[config.mk]
export PLATFORM = sky130hd
export DESIGN_NAME = mux_bin_rr_stream
export DESIGN_NICKNAME = d
export VERILOG_FILES = /design/src/rtl/mux_bin_rr_stream_pkg.sv /design/src/rtl/mux_bin_rr_stream_arbiter.sv /design/src/rtl/mux_bin_rr_stream.sv
export SDC_FILE = /design/constraint.sdc
export NUM_CORES = 1
export LEC_CHECK = 0
export ABC_AREA = 1
export ABC_CLOCK_PERIOD_IN_PS = 4050
export CORE_ASPECT_RATIO = 1.2
export CORE_MARGIN = 2
export CORE_UTILIZATION = 35
export CTS_BUF_LIST = sky130_fd_sc_hd__clkbuf_16
export CTS_CLUSTER_DIAMETER = 40
export DETAILED_ROUTE_END_ITERATION = 12
export PLACE_DENSITY = 0.7
export RECOVER_POWER = 100
export SYNTH_ARGS = -nofsm -noshare
export SYNTH_HDL_FRONTEND = slang
export SYNTH_SLANG_ARGS = --single-unit
[constraint.sdc]
create_clock -name clock -period 4.05 [get_ports clock]
set_input_delay 1.215 -clock clock [delete_from_list [all_inputs] [get_ports clock]]
set_output_delay 1.215 -clock clock [all_outputs]
set_load 0.02 [all_outputs]
[src/rtl/mux_bin_rr_stream_pkg.sv]
// rtl/mux_bin_rr_stream_pkg.sv - default geometry shared by the stream mux and its bench
package mux_bin_rr_stream_pkg;

    localparam int DEFAULT_WORD_WIDTH  = 8;
    localparam int DEFAULT_INPUT_COUNT = 4;
    localparam int DEFAULT_ADDR_WIDTH  = 2;

endpackage

[src/rtl/mux_bin_rr_stream_arbiter.sv]
// rtl/mux_bin_rr_stream_arbiter.sv - combinational round-robin grant: rotate, priority encode, un-rotate
module arbiter_rr_grant
    import mux_bin_rr_stream_pkg::*;
#(
    parameter int INPUT_COUNT = DEFAULT_INPUT_COUNT,
    parameter int ADDR_WIDTH  = DEFAULT_ADDR_WIDTH
) (
    input  logic [INPUT_COUNT-1:0] valid_in,
    input  logic [ADDR_WIDTH-1:0]  pointer,
    output logic [ADDR_WIDTH-1:0]  grant,
    output logic                   grant_valid
);

    localparam logic [ADDR_WIDTH:0] COUNT = (ADDR_WIDTH+1)'(INPUT_COUNT);

    logic [2*INPUT_COUNT-1:0] doubled;
    logic [INPUT_COUNT-1:0]   rotated;
    logic [ADDR_WIDTH-1:0]    index;
    logic [ADDR_WIDTH:0]      sum;

    assign doubled     = {valid_in, valid_in};
    assign rotated     = doubled[pointer +: INPUT_COUNT];
    assign grant_valid = |valid_in;

    // Ternary chain keeps X on any valid bit visible in the encoded index.
    always_comb begin
        index = '0;
        for (int i = INPUT_COUNT - 1; i >= 0; i--) begin
            index = rotated[i] ? ADDR_WIDTH'(i) : index;
        end
    end

    assign sum   = {1'b0, pointer} + {1'b0, index};
    assign grant = ADDR_WIDTH'((sum >= COUNT) ? sum - COUNT : sum);

endmodule

[src/rtl/mux_bin_rr_stream.sv]
// rtl/mux_bin_rr_stream.sv - N-input round-robin stream mux with registered word/source output
module mux_bin_rr_stream
    import mux_bin_rr_stream_pkg::*;
#(
    parameter int WORD_WIDTH  = DEFAULT_WORD_WIDTH,
    parameter int INPUT_COUNT = DEFAULT_INPUT_COUNT,
    parameter int ADDR_WIDTH  = DEFAULT_ADDR_WIDTH,
    parameter int TOTAL_WIDTH = WORD_WIDTH * INPUT_COUNT
) (
    input  logic                   clock,
    input  logic                   clear,
    input  logic [TOTAL_WIDTH-1:0] words_in,
    input  logic [INPUT_COUNT-1:0] valid_in,
    output logic [INPUT_COUNT-1:0] ready_in,
    output logic [WORD_WIDTH-1:0]  word_out,
    output logic [ADDR_WIDTH-1:0]  source_out,
    output logic                   valid_out,
    input  logic                   ready_out
);

    logic [ADDR_WIDTH-1:0] pointer;
    logic [ADDR_WIDTH-1:0] grant;
    logic                  grant_valid;
    logic                  space;
    logic                  load;
    logic [WORD_WIDTH-1:0] words [INPUT_COUNT];
    logic [WORD_WIDTH-1:0] word_sel;

    arbiter_rr_grant #(
        .INPUT_COUNT (INPUT_COUNT),
        .ADDR_WIDTH  (ADDR_WIDTH)
    ) u_grant (
        .valid_in    (valid_in),
        .pointer     (pointer),
        .grant       (grant),
        .grant_valid (grant_valid)
    );

    for (genvar g = 0; g < INPUT_COUNT; g++) begin : g_unpack
        assign words[g] = words_in[g*WORD_WIDTH +: WORD_WIDTH];
    end

    assign word_sel = words[grant];
    assign space    = !valid_out || ready_out;
    // Clear masks the handshake so no producer sees a transfer that is then dropped.
    assign load     = grant_valid && space && !clear;
    assign ready_in = load ? (INPUT_COUNT'(1) << grant) : '0;

    always_ff @(posedge clock) begin
        if (clear) begin
            valid_out  <= 1'b0;
            word_out   <= '0;
            source_out <= '0;
            pointer    <= '0;
        end else if (load) begin
            valid_out  <= 1'b1;
            word_out   <= word_sel;
            source_out <= grant;
            pointer    <= (grant == ADDR_WIDTH'(INPUT_COUNT - 1)) ? '0 : grant + ADDR_WIDTH'(1);
        end else if (valid_out && ready_out) begin
            valid_out  <= 1'b0;
        end
    end

endmodule
==> results of run 1 <==
## final cells by class
type / count / area, sq um
fillers: 305 / 1130
repair buffers: 81 / 704
clock buffers: 3 / 75.1
multi-input cells: 139 / 792
well taps: 36 / 45.0
flip-flops and latches: 13 / 260
clock inverters: 1 / 3.75
inverters: 20 / 76.3
## power groups by stage
stage | clock network (mW) | logic (mW) | registers [mW]
2_1_floorplan | 0 | 0.431 | 0.258
3_3_place_gp | 0 | 0.784 | 0.208
3_5_place_dp | 0 | 0.790 | 0.209
4_1_cts | 0.185 | 0.829 | 0.208
5_1_grt | 0.189 | 0.896 | 0.214
6_report | 0.181 | 0.818 | 0.209
## state kept, by name (all words and copies together) (netlist names)
name	cells
pointer	2
source_out	2
valid_out	1
word_out	8
## critical path: stages
cell and delay (ns):
clkbuf_2 0.11, nand2_2 0.08, nand3_1 0.08, nand2_2 0.09, nand3_1 0.09, a21boi_2 0.18, ha_4 0.18, xnor2_4 0.14
nand3_4 0.11, nand2_4 0.11, nand2_4 0.06, nor2_4 0.12, buf_6 0.12
## timing repair
item,in CTS,in global routing
gates resized for setup,37,12
setup buffers,3,0
setup endpoints to repair,4,4
pin swaps,9,3
## metal layers
| layer | global-route usage (%) | wire length (um) | up-vias |
|---|---|---|---|
| li1 | - | - | 722 |
| met1 | 18.9 | 1350 | 588 |
| met5 | 0 | 0 | - |
| met4 | 5.06 | 0 | 0 |
| met2 | 37.2 | 1830 | 34 |
| met3 | 4.31 | 163 | 0 |
## worst paths after layout
kind | from | to | slack, ns
worst max-delay path | valid_in[1] | ready_in[3] | 0.14
worst min-delay path | source_out[0] | source_out[0] | 0.46
worst max register to register | pointer[0] | word_out[5] | 1.55
worst min register to register | source_out[0] | source_out[0] | 0.46
## cells by family (layout without fill, tap and decap cells)
group           after synthesis  in the layout  synth area share, %
fa+ha+maj                     1              1                 1.10
buf+inv                      27            105                 12.4
compound gates                4              4                 2.21
simple gates                133            133                 60.6
xor+xnor                      1              1                0.774
flops                        13             13                 23.0
## cell usage after synthesis
library cell	number
clkbuf_8	2
inv_1	15
nand3_2	17
clkinv_2	1
a211oi_1	1
nor2_1	6
buf_1	1
a21oi_1	1
a21boi_0	1
nand4_1	8
xnor2_1	1
nand3_1	12
nand2_2	6
ha_1	1
clkbuf_1	2
nor3_1	1
inv_2	2
dfxtp_1	13
o21ai_1	1
nand3_4	1
nand2_4	2
buf_12	1
clkinv_1	2
nand2_1	80
buf_2	1
## stage by stage
step / hold slack [ns] / setup TNS [ns]
floorplan: 0.539 / 0
global placement: 0.452 / -3.01
detailed placement: 0.459 / -3.08
CTS: 0.466 / 0
global route: 0.471 / 0
finish: 0.460 / 0
==> flow_summary_export.csv, run 1 <==
group,metric,value,unit
worst_setup_path,crit_type,"in -> out",
floorplanning,die-area,0.00371,sq mm
worst_setup_path,crit_path_end_kind,"primary output",
floorplanning,die_w,55.9,um
clock_network,cts_buffers,3,
grt,grtUsageTotal,18.5,%
finish,nets,298,
placement,io_buffers,53,
synthesis,syn_nets,219,
placement,place.gp.congestion,0.798,
timing,slew_viol_final,0,
grt,gr-total-overflow,0,
power_and_ir_drop,p_per_area,617,mW/mm^2
placement,pre_cts_slack,-0.795,ns
power_and_ir_drop,ir_drop,0.293,mV
timing,rsz0062_at_grt,"false",
floorplanning,fp.coreArea,0.00308,sq mm
timing,skew,0.00214,ns
power_and_ir_drop,p_sw,0.535,mW
timing,fin_ws,0.141,ns
synthesis,yosys_warnings,0,
detailed_routing,vias,1344,
detailed_routing,drt-initial-drc-count,20,
power_and_ir_drop,comb_power_share,67.7,%
flow_run,cap_violations,0,
detailed_routing,wl_per_cell,11.4,um
clock_network,clk_pin_slew_worst_paths,0.04,ns
timing,max_slew_margin,73.9,%
finish,synthToLayoutAreaGrowth,72.8,%
worst_setup_path,start_kind,"primary input",
placement,dpl.hpwl,2550,um
finish,layout_common_cells,"nand2_1 (77), clkdlybuf4s50_1 (34), buf_4 (27)",
clock_network,hold_buffers,0,
floorplanning,die_h,66.3,um
hold_path,whs_path_depth,2,
worst_setup_path,worstPathRequired,2.83,ns
finish,drive_gt1_share,29.2,%
timing,timing.final.crit_share,96.5,%
grt,grt_pass1_vias,1321,
detailed_routing,drtPass1Iterations,4,
clock_network,cts_tree,"yes",
worst_setup_path,cp_data_arrival_time,2.69,ns
timing,setup_violations,0,
hold_path,hold_class,"reg -> reg",
synthesis,ys_types,25,
finish,layout_commonest_cell,"nand2_1",
worst_setup_path,worstPathMaxFanout,5,
synthesis,syn_area,0.00113,sq mm
synthesis,synth-seq-cells,13,
synthesis,syn_area_per_cell,6.33,sq um
power_and_ir_drop,p_int,0.672,mW
clock_network,cts_sinks,13,
grt,grt_max_degree,11,
clock_network,root_buffer,"clkbuf_16",
detailed_routing,wirelength,3350,um
timing,hold_viol,0,
detailed_routing,drtAntennaViolNets,0,
timing,fmax,0.256,GHz
clock_network,htreeDepth,1,
grt,grt_pass1_wl,5400,um
detailed_routing,viasPerCell,4.59,
finish,utilization,63.5,%
synthesis,synthTopCellsByArea,"nand2_1 (27%), dfxtp_1 (23%), nand3_2 (15%), nand3_1 (5.3%), inv_1 (5.0%)",
placement,dp_cells,286,
timing,min_period,3.91,ns
clock_network,clk-insertion-delay-late,0.24,ns
power_and_ir_drop,pwr-share-clk,15.0,%
detailed_routing,drc,0,
timing,tightest_slew,0.392,ns
status,status,"finished, final reports clean",
worst_setup_path,r2r_cells,16,
grt,antenna_found_initial,0,
clock_network,clockBufferDepth,2,
synthesis,synth-seq-area-share,23.0,%
synthesis,synth_largest_area_cell,"nand2_1",
finish,instances_no_fill,293,
power_and_ir_drop,finalPower,1.21,mW
power_and_ir_drop,power_switching_share,44.3,%
finish,diodes,0,
finish,stdcell_area,0.00196,sq mm
floorplanning,initial_core_util,36.7,%
synthesis,synth_largest_type_area_fraction,26.5,%
power_and_ir_drop,p_leak,1.04,nW
synthesis,syn_inst,179,
placement,post_dp_cell_area,0.00184,sq mm
floorplanning,rows,22,
floorplanning,ioPinCount,54,
power_and_ir_drop,power_frac_seq,17.3,%
Note: power is estimated with default switching activity, not from simulation.
==> run 2: changes to the inputs <==
Settings changed: CTS_BUF_LIST sky130_fd_sc_hd__clkbuf_16 to sky130_fd_sc_hd__clkbuf_4 sky130_fd_sc_hd__clkbuf_8, CTS_CLUSTER_DIAMETER 40 to 30.
==> flow_summary_export.csv, run 2 (synthesized netlist as in run 1, its figures left out) <==
group,metric,value,unit
timing,fin_ws,0.132,ns
finish,top_register,"word_out",
placement,pre_cts_slack,-0.795,ns
worst_setup_path,cp-startpoint,"valid_in[1]",
detailed_routing,drtAntennaViolNets,0,
power_and_ir_drop,power_switching_share,47.0,%
power_and_ir_drop,p_leak,1.03,nW
placement,dpl.hpwl,2550,um
hold_path,hold_class,"reg -> reg",
power_and_ir_drop,comb_power_share,73.7,%
worst_setup_path,worstPathMaxFanout,5,
timing,tightest_slew,0.369,ns
power_and_ir_drop,p_int,0.596,mW
clock_network,hold_buffers,0,
power_and_ir_drop,pwr-share-clk,7.8,%
placement,place.gp.congestion,0.798,
timing,hold_viol,0,
flow_run,cap_violations,0,
clock_network,cts_sinks,13,
floorplanning,die_h,66.3,um
clock_network,htreeDepth,1,
floorplanning,die_w,55.9,um
timing,fmax,0.255,GHz
worst_setup_path,worstPathRequired,2.83,ns
timing,setup_violations,0,
power_and_ir_drop,p_per_area,586,mW/mm^2
finish,instances_no_fill,293,
detailed_routing,wl_per_cell,11.3,um
power_and_ir_drop,finalPower,1.12,mW
detailed_routing,wirelength,3300,um
clock_network,clk_pin_slew_worst_paths,0.08,ns
grt,grt_pass1_vias,1294,
worst_setup_path,reg2reg_from,"pointer[0]",
finish,top_regs,"word_out (8), pointer (2), source_out (2)",
grt,gr-total-overflow,0,
placement,io_buffers,53,
clock_network,cts_buffers,3,
finish,nets,298,
finish,synthToLayoutAreaGrowth,69.5,%
clock_network,clk-insertion-delay-late,0.27,ns
power_and_ir_drop,power_frac_seq,18.5,%
grt,grt_pass1_wl,5330,um
hold_path,whs_path_depth,2,
power_and_ir_drop,p_sw,0.528,mW
worst_setup_path,r2r_end,"word_out[5]",
floorplanning,die-area,0.00371,sq mm
worst_setup_path,start_kind,"primary input",
placement,dp_cells,286,
clock_network,clockBufferDepth,2,
finish,layout_commonest_cell,"nand2_1",
timing,skew,0.00376,ns
detailed_routing,drtPass1Iterations,4,
floorplanning,ioPinCount,54,
timing,min_period,3.92,ns
finish,largest_register_ffs,8,
clock_network,cts_tree,"yes",
floorplanning,initial_core_util,36.7,%
detailed_routing,drc,0,
power_and_ir_drop,ir_drop,0.288,mV
status,status,"finished, final reports clean",
worst_setup_path,crit_path_end_kind,"primary output",
timing,hold_ws,0.464,ns
finish,diodes,0,
detailed_routing,drt-initial-drc-count,24,
worst_setup_path,r2r_slack,1.72,ns
worst_setup_path,cp_data_arrival_time,2.70,ns
finish,layout_common_cells,"nand2_1 (77), clkdlybuf4s50_1 (34), buf_4 (29)",
floorplanning,fp.coreArea,0.00308,sq mm
timing,max_slew_margin,75.4,%
detailed_routing,viasPerCell,4.60,
floorplanning,rows,22,
grt,antenna_found_initial,0,
worst_setup_path,r2r_cells,15,
grt,grtUsageTotal,18.2,%
worst_setup_path,endpoint,"ready_in[3]",
timing,slew_viol_final,0,
timing,rsz0062_at_grt,"false",
detailed_routing,vias,1348,
timing,setup-tns-final,0,ns
worst_setup_path,crit_type,"in -> out",
clock_network,root_buffer,"clkbuf_4",
finish,drive_gt1_share,30.4,%
timing,timing.final.crit_share,96.7,%
grt,grt_max_degree,11,
-- run 2: timing repair --
| action | in CTS | in global routing |
|---|---|---|
| gates resized for setup | 37 | 12 |
| endpoints found under the setup margin | 4 | 4 |
| pin swaps | 9 | 3 |
| setup buffers | 3 | 0 |
-- run 2: per-stage QoR --
step / utilization (%) / instance area [sq um]
6_report: 62.3 / 1920
5_1_grt: 62.3 / 1920
4_1_cts: 62.0 / 1910
3_5_place_dp: 59.6 / 1840
3_3_place_gp: 59.6 / 1840
2_1_floorplan: - / 1140
-- run 2: worst max-delay path: stages --
cell and delay [ns]:
clkbuf_2 0.11, nand2_2 0.08, nand3_1 0.08, nand2_2 0.09, nand3_1 0.09, a21boi_2 0.18
ha_4 0.18, xnor2_4 0.14, nand3_4 0.11, nand2_4 0.11, nand2_4 0.06, nor2_4 0.12
buf_6 0.12
-- run 2: layout make-up --
cell class | count | area (sq um)
multi-input combinational | 139 | 797
inverter | 20 | 76.3
timing repair buffer | 81 | 711
tap | 36 | 45.0
clock buffer | 4 | 30.0
sequential | 13 | 260
fill | 305 | 1160
-- run 2: power by group through the flow --
stage	sequential, mW	combinational, mW	clock [mW]
after floorplan	0.258	0.431	0
after CTS	0.207	0.828	0.0901
after detailed placement	0.209	0.790	0
after global routing	0.213	0.908	0.0951
after global placement	0.208	0.784	0
final	0.208	0.829	0.0875
-- run 2: how the worst min path moves through the flow --
stage / slack (ns) / endpoint / start
2_1_floorplan: 0.54 / source_out[0] / source_out[0]
3_3_place_gp: 0.45 / source_out[0] / source_out[0]
3_5_place_dp: 0.46 / source_out[0] / source_out[0]
4_1_cts: 0.47 / source_out[0] / source_out[0]
5_1_grt: 0.48 / source_out[0] / source_out[0]
6_report: 0.46 / source_out[0] / source_out[0]
-- run 2: per-layer routing --
metal  up-vias  share of wire, %  GRT usage (%)
met3         0               5.5           4.31
met4         0                 0           4.17
met2        42                54           36.5
met1       586                40           18.9
met5         -                 0              0
li1        720                 -              -
==> run 3: changes to the inputs <==
Settings changed: ABC_CLOCK_PERIOD_IN_PS 4050 to not set.
==> results of run 3 <==
Final layout, timing and power as in run 2 (identical DEF).
